$ cat config.mk
export PLATFORM = sky130hd
export DESIGN_NAME = tdc_hw_accum
export DESIGN_NICKNAME = d
export VERILOG_FILES = /design/src/rtl/tdc_hw_accum.sv
export SDC_FILE = /design/constraint.sdc
export NUM_CORES = 1
export LEC_CHECK = 0
export CAP_MARGIN = 30
export CELL_PAD_IN_SITES_DETAIL_PLACEMENT = 1
export CELL_PAD_IN_SITES_GLOBAL_PLACEMENT = 1
export CORE_ASPECT_RATIO = 0.7
export CORE_MARGIN = 4
export CORE_UTILIZATION = 39
export DETAILED_ROUTE_END_ITERATION = 12
export PLACE_DENSITY = 0.9
export REMOVE_ABC_BUFFERS = 1
export SLEW_MARGIN = 0
export SYNTH_ARGS = -nofsm -noshare
export SYNTH_HDL_FRONTEND = slang
export SYNTH_SLANG_ARGS = --single-unit
$ cat constraint.sdc
create_clock -name clk -period 3.75 [get_ports clk]
set_clock_uncertainty 0.1 [all_clocks]
set_input_delay 1.125 -clock clk [delete_from_list [all_inputs] [get_ports clk]]
set_output_delay 1.125 -clock clk [all_outputs]
set_load 0.01 [all_outputs]
$ cat src/rtl/tdc_hw_accum.sv
// tdc_hw_accum: accumulates batches of 2^LOG2_NS TDC hamming-weight samples
// and reports their sum, mean and (optionally) minimum/maximum.
// Optional build macro: TDC_HW_MINMAX_EN adds min/max tracking; when it is
// undefined, res_min/res_max are tied to 0 and no min/max registers exist.
module tdc_hw_accum #(
   parameter int HW_W    = 7,
   parameter int LOG2_NS = 4
) (
   input  logic                    clk,
   input  logic                    rst_n,
   input  logic                    en,
   input  logic                    start,
   input  logic [HW_W-1:0]         hw_in,
   input  logic                    val_in,
   input  logic                    res_rdy,
   output logic                    res_val,
   output logic [HW_W+LOG2_NS-1:0] res_sum,
   output logic [HW_W-1:0]         res_avg,
   output logic [HW_W-1:0]         res_min,
   output logic [HW_W-1:0]         res_max,
   output logic                    busy
);

   localparam int unsigned SW = HW_W + LOG2_NS;
   localparam int unsigned CW = LOG2_NS;
   localparam int unsigned NS = 1 << LOG2_NS;

   typedef enum logic [1:0] {IDLE, ACCUM, DONE} state_t;

   state_t          state, state_nxt;
   logic [CW-1:0]   cnt;
   logic [SW-1:0]   sum_acc;
   logic [SW-1:0]   sum_nxt;
   logic            accept_c;
   logic            last_c;
   logic            clear_c;

   assign sum_nxt = sum_acc + SW'(hw_in);

   // State register
   always_ff @(posedge clk or negedge rst_n) begin
      if (!rst_n) state <= IDLE;
      else        state <= state_nxt;
   end

   // Next-state logic and per-cycle datapath controls
   always_comb begin
      state_nxt = state;
      accept_c  = 1'b0;
      last_c    = 1'b0;
      clear_c   = 1'b0;
      case (state)
         IDLE: begin
            if (en && start) begin
               clear_c   = 1'b1;
               state_nxt = ACCUM;
            end
         end
         ACCUM: begin
            accept_c = en && val_in;
            last_c   = accept_c && (cnt == CW'(NS - 1));
            if (last_c) state_nxt = DONE;
         end
         DONE: begin
            if (en && res_rdy) begin
               clear_c   = start;
               state_nxt = start ? ACCUM : IDLE;
            end
         end
         default: state_nxt = IDLE;
      endcase
   end

   // Accumulators, sample count, status flags and sum/avg result registers
   always_ff @(posedge clk or negedge rst_n) begin
      if (!rst_n) begin
         cnt     <= '0;
         sum_acc <= '0;
         res_sum <= '0;
         res_avg <= '0;
         res_val <= 1'b0;
         busy    <= 1'b0;
      end else begin
         res_val <= (state_nxt == DONE);
         busy    <= (state_nxt == ACCUM);
         if (clear_c) begin
            cnt     <= '0;
            sum_acc <= '0;
         end else if (accept_c) begin
            cnt     <= cnt + CW'(1);
            sum_acc <= sum_nxt;
         end
         if (last_c) begin
            res_sum <= sum_nxt;
            res_avg <= HW_W'(sum_nxt >> LOG2_NS);
         end
      end
   end

`ifdef TDC_HW_MINMAX_EN
   logic [HW_W-1:0] min_acc, max_acc;
   logic [HW_W-1:0] min_nxt, max_nxt;

   assign min_nxt = (hw_in < min_acc) ? hw_in : min_acc;
   assign max_nxt = (hw_in > max_acc) ? hw_in : max_acc;

   // Running min/max and their result registers
   always_ff @(posedge clk or negedge rst_n) begin
      if (!rst_n) begin
         min_acc <= '1;
         max_acc <= '0;
         res_min <= '0;
         res_max <= '0;
      end else begin
         if (clear_c) begin
            min_acc <= '1;
            max_acc <= '0;
         end else if (accept_c) begin
            min_acc <= min_nxt;
            max_acc <= max_nxt;
         end
         if (last_c) begin
            res_min <= min_nxt;
            res_max <= max_nxt;
         end
      end
   end
`else
   assign res_min = '0;
   assign res_max = '0;
`endif

endmodule

Yosys cells after proc, flatten, opt, wreduce, memory -nomap -nowiden
Index checks and enable logic that the tools add are counted.

Add/subtract/negate cells: 2. Eq/ne operators: 5. Multiplexer cells: 14. Reductions and logical operators: 6.

Operators by type and width (number): $mux W11 (2); $add A11 B7 Y11 (1); $mux W4 (2); $mux W2 (3); $pmux W2 S3 (1); $mux W1 (5); $add A4 B1 Y4 const B (1); $eq A2 B1 Y1 const B (2); $eq A2 B2 Y1 const B (2); $eq A4 B4 Y1 const B (1); $logic_and A1 B1 Y1 (4); $logic_not A2 Y1 (1); $pmux W1 S2 (1); $reduce_bool A2 Y1 (1).

Flip-flop bits (word level): 37. Input port bits: 13. Output and inout port bits: 34. Logic and storage cells: 34.

Longest topological paths before layout
Gate-level depths: netlist (run 1).

Depth in word-level cells: 5. Mapped depth: 8. Mapped depth without buffers: 8.

Worst setup path before layout (run 1)
No wires, ideal clock.

Path type: in2reg. Start: in hw_in[0]. End: reg res_sum[6]. Setup time: 125 ps. Arrival: 2527 ps. Data required time: 3525 ps. Slack: 999 ps. Stages: 8. Path buffers: 0. Path through: ha_1 inv_1 fa_1 nand2b_1 a21oi_1 nor2_1 xnor2_1 mux2_2.

Word-level cells in the longest chain between the ends: 1.

Ends and longest elaborated chain: start: declaration (line 13) `input logic [HW_W-1:0] hw_in,`; $add A11 B7 Y11 (line 38) `assign sum_nxt = sum_acc + SW'(hw_in);`; end signal: assignment (line 94) `res_sum <= sum_nxt;`; end: declaration (line 17) `output logic [HW_W+LOG2_NS-1:0] res_sum,`.

No other way between the ends. A chain may end at the register's enable or synchronous reset.

Final worst setup path (run 1)
Same ends and word-level chain as after synthesis.

==> impl_metrics.yaml, run 1 <==
outcome:
  outcome: "finished, final reports clean"
die:
  core-area_mm2: 0.00409
  io_pins: 47
  floorplan.die_area_mm2: 0.00555
  row_count: 19
  chipWidth_um: 87.4
  die-height_um: 63.6
  start_util: 0.420
cells_and_area:
  n_antenna_cell: 0
  most-common-layout-cells: "clkdlybuf4s50_1 (32), dfrtp_1 (30), nand2_1 (22)"
  area_growth_syn_to_layout_pct: 21.4
  drive_gt1_frac: 0.0829
  count_of_filler_cells_inserted_in_the_layout: 473
  num-nets-final: 227
  most_common_library_cell_in_the_layout_ignoring_fill_and_taps: "clkdlybuf4s50_1"
  non_filler_instance_count_after_layout: 257
  fraction_of_the_core_area_covered_by_cells_at_the_end_of_the_flow: 0.510
hold_path:
  hold_path.class: "reg -> reg"
  worst_hold_startpoint: "res_sum[2]"
clock_tree:
  tritoncts_num_sinks: 30
  post_cts.resized_instances: 0
  clock_tree.htree_level_count: 2
  insertion_delay_ns: 0.28
  cts_inserted_buffers: 5
  tritoncts_clock_tree: "done"
  cts-root-buf: "clkbuf_8"
  cts_hold_repair.buffers: 0
  cts.path.max_buffers: 2
  clkSlewWorstSetupHoldPaths_ns: 0.06
  cts_post_setup_buffers_inserted: 0
global_route:
  grt_first_pass_wirelength_um: 6570
  grt_usage: 0.155
  grt_overflow: 0
  grt_start_max_net_pins: 31
  antenna_found_initial: 0
  grt_pass1_vias: 1324
yosys:
  synth_top_flop_cell: "dfrtp_1"
  syn-mean-instance-area_um2: 9.88
  post_synth_num_cell_types: 39
  synth_cells: 174
  share_of_synthesized_flip_flops_with_an_asynchronous_set_or_reset: 1.00
  synth_area_mm2: 0.00172
  synth_top_cell_area_share: 0.437
  synth-warning-count: 0
  proportion_of_synthesized_chip_area_in_sequential_cells: 0.437
  synth_top_cell_by_area: "dfrtp_1"
  number_of_storage_elements_in_the_synthesis_netlist: 30
  synth_edf_count: 0
  ys_top_cells_by_area: "dfrtp_1 (44%), buf_4 (9.2%), ha_1 (5.8%)"
detailed_routing:
  route.antenna.remaining_nets: 0
  routed_wl_per_cell_um: 14.8
  finalWirelength_um: 3800
  drt_first_iter_violations: 27
  detail_route.first_pass.iterations: 4
  vias_per_cell: 4.95
  num_vias: 1271
  drc_viols: 0
critical_path:
  crit_path_end_kind: "flip-flop"
  worstReg2RegStart: "sum_acc[0]"
  criticalPathCategory: "in -> reg"
  cp.required_ns: 3.82
  timing.critical_path.slowest_cell_delay_ns: 0.47
  crit_path_top_delay_cell: "clkdlybuf4s50_1"
  crit_arrival_ns: 3.19
  critPathLaunch: "hw_in[0]"
  critical_path.cell_chain: "clkdlybuf4s50_1 > ha_1 > inv_1 > fa_1 > nand2b_1 > a21oi_1 > nor2_1 > xnor2_1 > mux2_2"
  worstPathBufferInverterCount: 2
  cell_family_with_the_largest_share_of_critical_path_delay: "adder cells"
  setup.worst_path.start_class: "input port"
  largest_fanout_on_the_critical_path: 3
power_and_ir_drop:
  power.density_cell_area_mw_per_mm2: 599
  leakagePower_nw: 0.978
  design_power_total_mw: 1.25
  max-vdd-ir-drop_mv: 0.294
timing:
  hold_viol: 0
  max_slew.worst_pin.slew_ns: 0.563
  timing.max_slew.rel_slack: 0.623
  layout_min_cycle_time_ns: 3.12
  unrepaired_setup_endpoints_after_global_routing: "false"
  setup_violations: 0
  post-route-worst-setup-slack_ns: 0.630
  report.final.slew_viol_count: 0
  setup_tns_ns: 0
  layout_worst_path_cycle_share: 0.832
  timing.fmax_mhz: 321
placement:
  place.gp.congestion: 0.753
  dp_cells: 250
  port_buffers: 32
  detailedPlacementHpwl_um: 3000
  preCtsSetupSlack_ns: 0.344
job:
  cap_viol_max_count: 0
area by class of cell:
type,count,area [µm²],share of cell area
multi-input combinational,126,818,0.392
sequential,30,751,0.360
timing repair buffer,37,358,0.171
clock buffer,7,76.3,0.0366
tap,52,65.1,0.0312
inverter,5,18.8,0.00899
stage by stage:
stage | hold slack, ns | cell area (µm²)
after floorplan | 0.371 | 1590
after global placement | 0.368 | 2010
after detailed placement | 0.373 | 2010
after CTS | 0.386 | 2090
after global routing | 0.424 | 2090
final | 0.389 | 2090
worst reg2reg max path: cells and delay by family (launching register included):
kind,cells,cell delay [ns]
DFF,1,0.36
AOI/OAI and AO/OA,1,0.24
xor gates and xnor gates,1,0.15
and+or+nand+nor,2,0.29
buffers and inverters,1,0.07
adders and majority gates,2,0.59
muxes,1,0.27
flip-flops by register name, indices dropped and copies added, names as in the netlist:
register	cells
busy	1
cnt	4
res_sum	11
res_val	1
state	2
sum_acc	11
synthesized netlist by cell type (4+ instances only):
library cell / n
a21oi_1: 7
buf_4: 21
dfrtp_1: 30
ha_1: 8
inv_1: 5
mux2_2: 4
nand2_1: 22
nand2b_1: 8
nor2_1: 6
o21ai_0: 11
o22ai_1: 4
xor2_1: 7
report_power, final:
group,internal [mW],switching (mW)
Combinational,0.242,0.277
Sequential,0.412,0.0744
Clock,0.127,0.117
Total,0.781,0.468
worst paths after layout:
path,end,slack [ns],depth (start not counted)
worst max-delay path,res_sum[6],0.63,9
max in group asynchronous,sum_acc[3],2.13,2
worst min register to register,res_sum[2],0.39,2
worst min-delay path,res_sum[2],0.39,2
worst max register to register,res_sum[6],1.58,8
min in group asynchronous,state[1],1.13,2
logic make-up after synthesis:
family                     count (synthesis)  share of synthesized area
DFF                                       30                      0.437
and+or+nand+nor                           48                      0.132
adders and majority gates                  9                     0.0699
xor gates and xnor gates                  10                     0.0509
AOI/OAI and AO/OA                         40                      0.160
buffers and inverters                     31                      0.116
other                                      1                    0.00218
muxes                                      5                     0.0320
metal layers:
layer,global-route usage,wire length [µm],up-vias
met4,0.0632,65,0
met1,0.201,1780,607
li1,-,-,623
met3,0.0391,193,8
met5,0,0,-
met2,0.245,1770,33
Note: power is estimated with default switching activity, not from simulation.
==> inputs of run 2 (changes only) <==
--- a/config.mk
+++ b/config.mk
@@ -10,9 +10,9 @@
 export CELL_PAD_IN_SITES_GLOBAL_PLACEMENT = 1
 export CORE_ASPECT_RATIO = 0.7
 export CORE_MARGIN = 4
-export CORE_UTILIZATION = 39
+export CORE_UTILIZATION = 33
 export DETAILED_ROUTE_END_ITERATION = 12
-export PLACE_DENSITY = 0.9
+export PLACE_DENSITY = 0.81
 export REMOVE_ABC_BUFFERS = 1
 export SLEW_MARGIN = 0
 export SYNTH_ARGS = -nofsm -noshare
==> constraint.sdc (replaced) <==
create_clock -name clk -period 2.8 [get_ports clk]
set_clock_uncertainty 0.1 [all_clocks]
set_input_delay 0.84 -clock clk [delete_from_list [all_inputs] [get_ports clk]]
set_output_delay 0.84 -clock clk [all_outputs]
set_load 0.01 [all_outputs]
==> run 2 against run 1 <==
Sequential share of layout area fell by 1.7 points; core utilization shrank 6.5 points; clock power up 54%; register-to-register slack got worse by 0.82 ns; critical path type unchanged.
==> impl_metrics.yaml, run 2 (synthesized netlist as in run 1, its figures left out) <==
clock_tree:
  cts.path.max_buffers: 2
  cts-root-buf: "clkbuf_8"
  cts_hold_repair.buffers: 0
  insertion_delay_ns: 0.29
  clkSlewWorstSetupHoldPaths_ns: 0.07
  post_cts.resized_instances: 0
  tritoncts_num_sinks: 30
  cts_post_setup_buffers_inserted: 0
  cts_inserted_buffers: 5
  clock_tree.htree_level_count: 2
  tritoncts_clock_tree: "done"
cells_and_area:
  sequential_standard_cell_area_um2: 751
  count_of_filler_cells_inserted_in_the_layout: 569
  num-nets-final: 235
  layout_top_registers: "res_sum (11), sum_acc (11), cnt (4)"
  n_antenna_cell: 0
  most-common-layout-cells: "clkdlybuf4s50_1 (32), dfrtp_1 (30), nand2_1 (22)"
  multi_input_comb_area_um2: 822
  area_growth_syn_to_layout_pct: 27.4
  final_design_area_no_fill_mm2: 0.00219
  fraction_of_the_core_area_covered_by_cells_at_the_end_of_the_flow: 0.446
  most_common_library_cell_in_the_layout_ignoring_fill_and_taps: "clkdlybuf4s50_1"
  non_filler_instance_count_after_layout: 283
  drive_gt1_frac: 0.136
detailed_routing:
  finalWirelength_um: 3960
  drc_viols: 0
  vias_per_cell: 4.62
  detail_route.first_pass.iterations: 4
  route.antenna.remaining_nets: 0
  drt_first_iter_violations: 63
  routed_wl_per_cell_um: 14.0
  num_vias: 1308
timing:
  setup_violations: 0
  layout_worst_path_cycle_share: 0.964
  hold_viol: 0
  unrepaired_setup_endpoints_after_global_routing: "false"
  post-route-worst-setup-slack_ns: 0.102
  timing.fmax_mhz: 371
  report.final.slew_viol_count: 0
  layout_min_cycle_time_ns: 2.70
power_and_ir_drop:
  leakagePower_nw: 1.03
  power.share.switching: 0.370
  power.density_cell_area_mw_per_mm2: 811
  cell_internal_pwr_mw: 1.12
  max-vdd-ir-drop_mv: 0.361
  seq_power_share: 0.365
  power_switching_mw: 0.656
  power.clock.fraction: 0.211
  design_power_total_mw: 1.78
  share_comb_of_total_power: 0.424
hold_path:
  hold-path-endpoint: "res_sum[1]"
  hold-path-cell-count: 2
  hold_path.class: "reg -> reg"
  worst_hold_startpoint: "res_sum[1]"
global_route:
  grt_usage: 0.134
  grt_overflow: 0
  grt_start_max_net_pins: 31
  grt_pass1_vias: 1302
  grt_first_pass_wirelength_um: 6490
  antenna_found_initial: 0
die:
  core-area_mm2: 0.00491
  die-height_um: 68.4
  floorplan.die_area_mm2: 0.00645
  row_count: 21
  start_util: 0.350
  io_pins: 47
  chipWidth_um: 94.3
critical_path:
  worstRegToRegCells: 6
  crit-reg2reg-capture: "sum_acc[9]"
  criticalPathCategory: "in -> reg"
  cp.required_ns: 2.87
  r2r_setup_slack_ns: 0.76
  crit_path_top_delay_cell: "clkdlybuf4s50_1"
  largest_fanout_on_the_critical_path: 3
  worstPathBufferInverterCount: 2
  timing.critical_path.slowest_cell_delay_ns: 0.47
  cell_family_with_the_largest_share_of_critical_path_delay: "adder cells"
  crit_path_end_kind: "flip-flop"
  critical_path.cell_chain: "clkdlybuf4s50_1 > ha_1 > inv_1 > fa_1 > nand2b_1 > a21oi_2 > nor2_1 > xnor2_1 > mux2_2"
  worstReg2RegStart: "sum_acc[1]"
  crit_arrival_ns: 2.77
  setup.worst_path.start_class: "input port"
placement:
  port_buffers: 32
  preCtsSetupSlack_ns: -0.287
  cell_area_after_placement_mm2: 0.00209
  dp_cells: 275
  detailedPlacementHpwl_um: 2980
  place.gp.congestion: 0.763
outcome:
  outcome: "finished, final reports clean"
job:
  cap_viol_max_count: 0
[run 2: cell count changes in the layout (fill, tap and decap cells not counted), sizes merged]
cell and delta:
buf +8, clkbuf -1, clkinv +1, clkinvlp +1
[run 2: area by class of cell]
class	count	area share
Clock inverter	2	0.00571
Timing Repair Buffer	45	0.191
Inverter	5	0.00857
Sequential cell	30	0.343
Clock buffer	6	0.0377
Multi-Input combinational cell	126	0.375
Tap cell	69	0.0394
[run 2: worst reg2reg max path: stages (launching register included)]
cell and delay, ns:
dfrtp_1 0.41, ha_1 0.30, a211oi_1 0.35, o21ai_2 0.13, a31oi_4 0.30, nor4_1 0.08, a211o_1 0.27
[run 2: worst max path at each step]
stage	start	to	cells past startpoint
floorplan	hw_in[0]	res_sum[6]	8
global placement	hw_in[0]	res_sum[6]	9
finish	hw_in[0]	res_sum[6]	9
CTS	hw_in[0]	res_sum[6]	9
detailed placement	hw_in[0]	res_sum[8]	9
global route	hw_in[0]	res_sum[6]	9
[run 2: power groups by stage]
stage | Sequential (mW) | Clock, mW | Combinational, mW
final | 0.647 | 0.375 | 0.753
after global routing | 0.667 | 0.400 | 0.845
after CTS | 0.648 | 0.388 | 0.756
after detailed placement | 0.654 | 0 | 0.748
after global placement | 0.647 | 0 | 0.725
after floorplan | 0.650 | 0 | 0.463
[run 2: stage by stage]
stage               hold WS, ns  TNS (ns)
detailed placement        0.392     -1.86
global route              0.414         0
floorplan                 0.371         0
CTS                       0.402         0
finish                    0.400         0
global placement          0.369     -1.28
[run 2: per-layer routing]
metal / vias to the layer above / GRT usage / wire, µm
met5: - / 0 / 0
met4: 0 / 0.0432 / 41
met3: 5 / 0.0440 / 191
met2: 27 / 0.214 / 1830
met1: 634 / 0.174 / 1900
li1: 642 / - / -
==> inputs of run 3 (changes only) <==
--- a/config.mk
+++ b/config.mk
@@ -11,6 +11,7 @@
 export CORE_ASPECT_RATIO = 0.7
 export CORE_MARGIN = 4
 export CORE_UTILIZATION = 33
+export CTS_CLUSTER_SIZE = 30
 export DETAILED_ROUTE_END_ITERATION = 12
 export PLACE_DENSITY = 0.81
 export REMOVE_ABC_BUFFERS = 1
==> results of run 3 <==
Same layout as run 2: the final DEF is identical, and so are final timing and power.
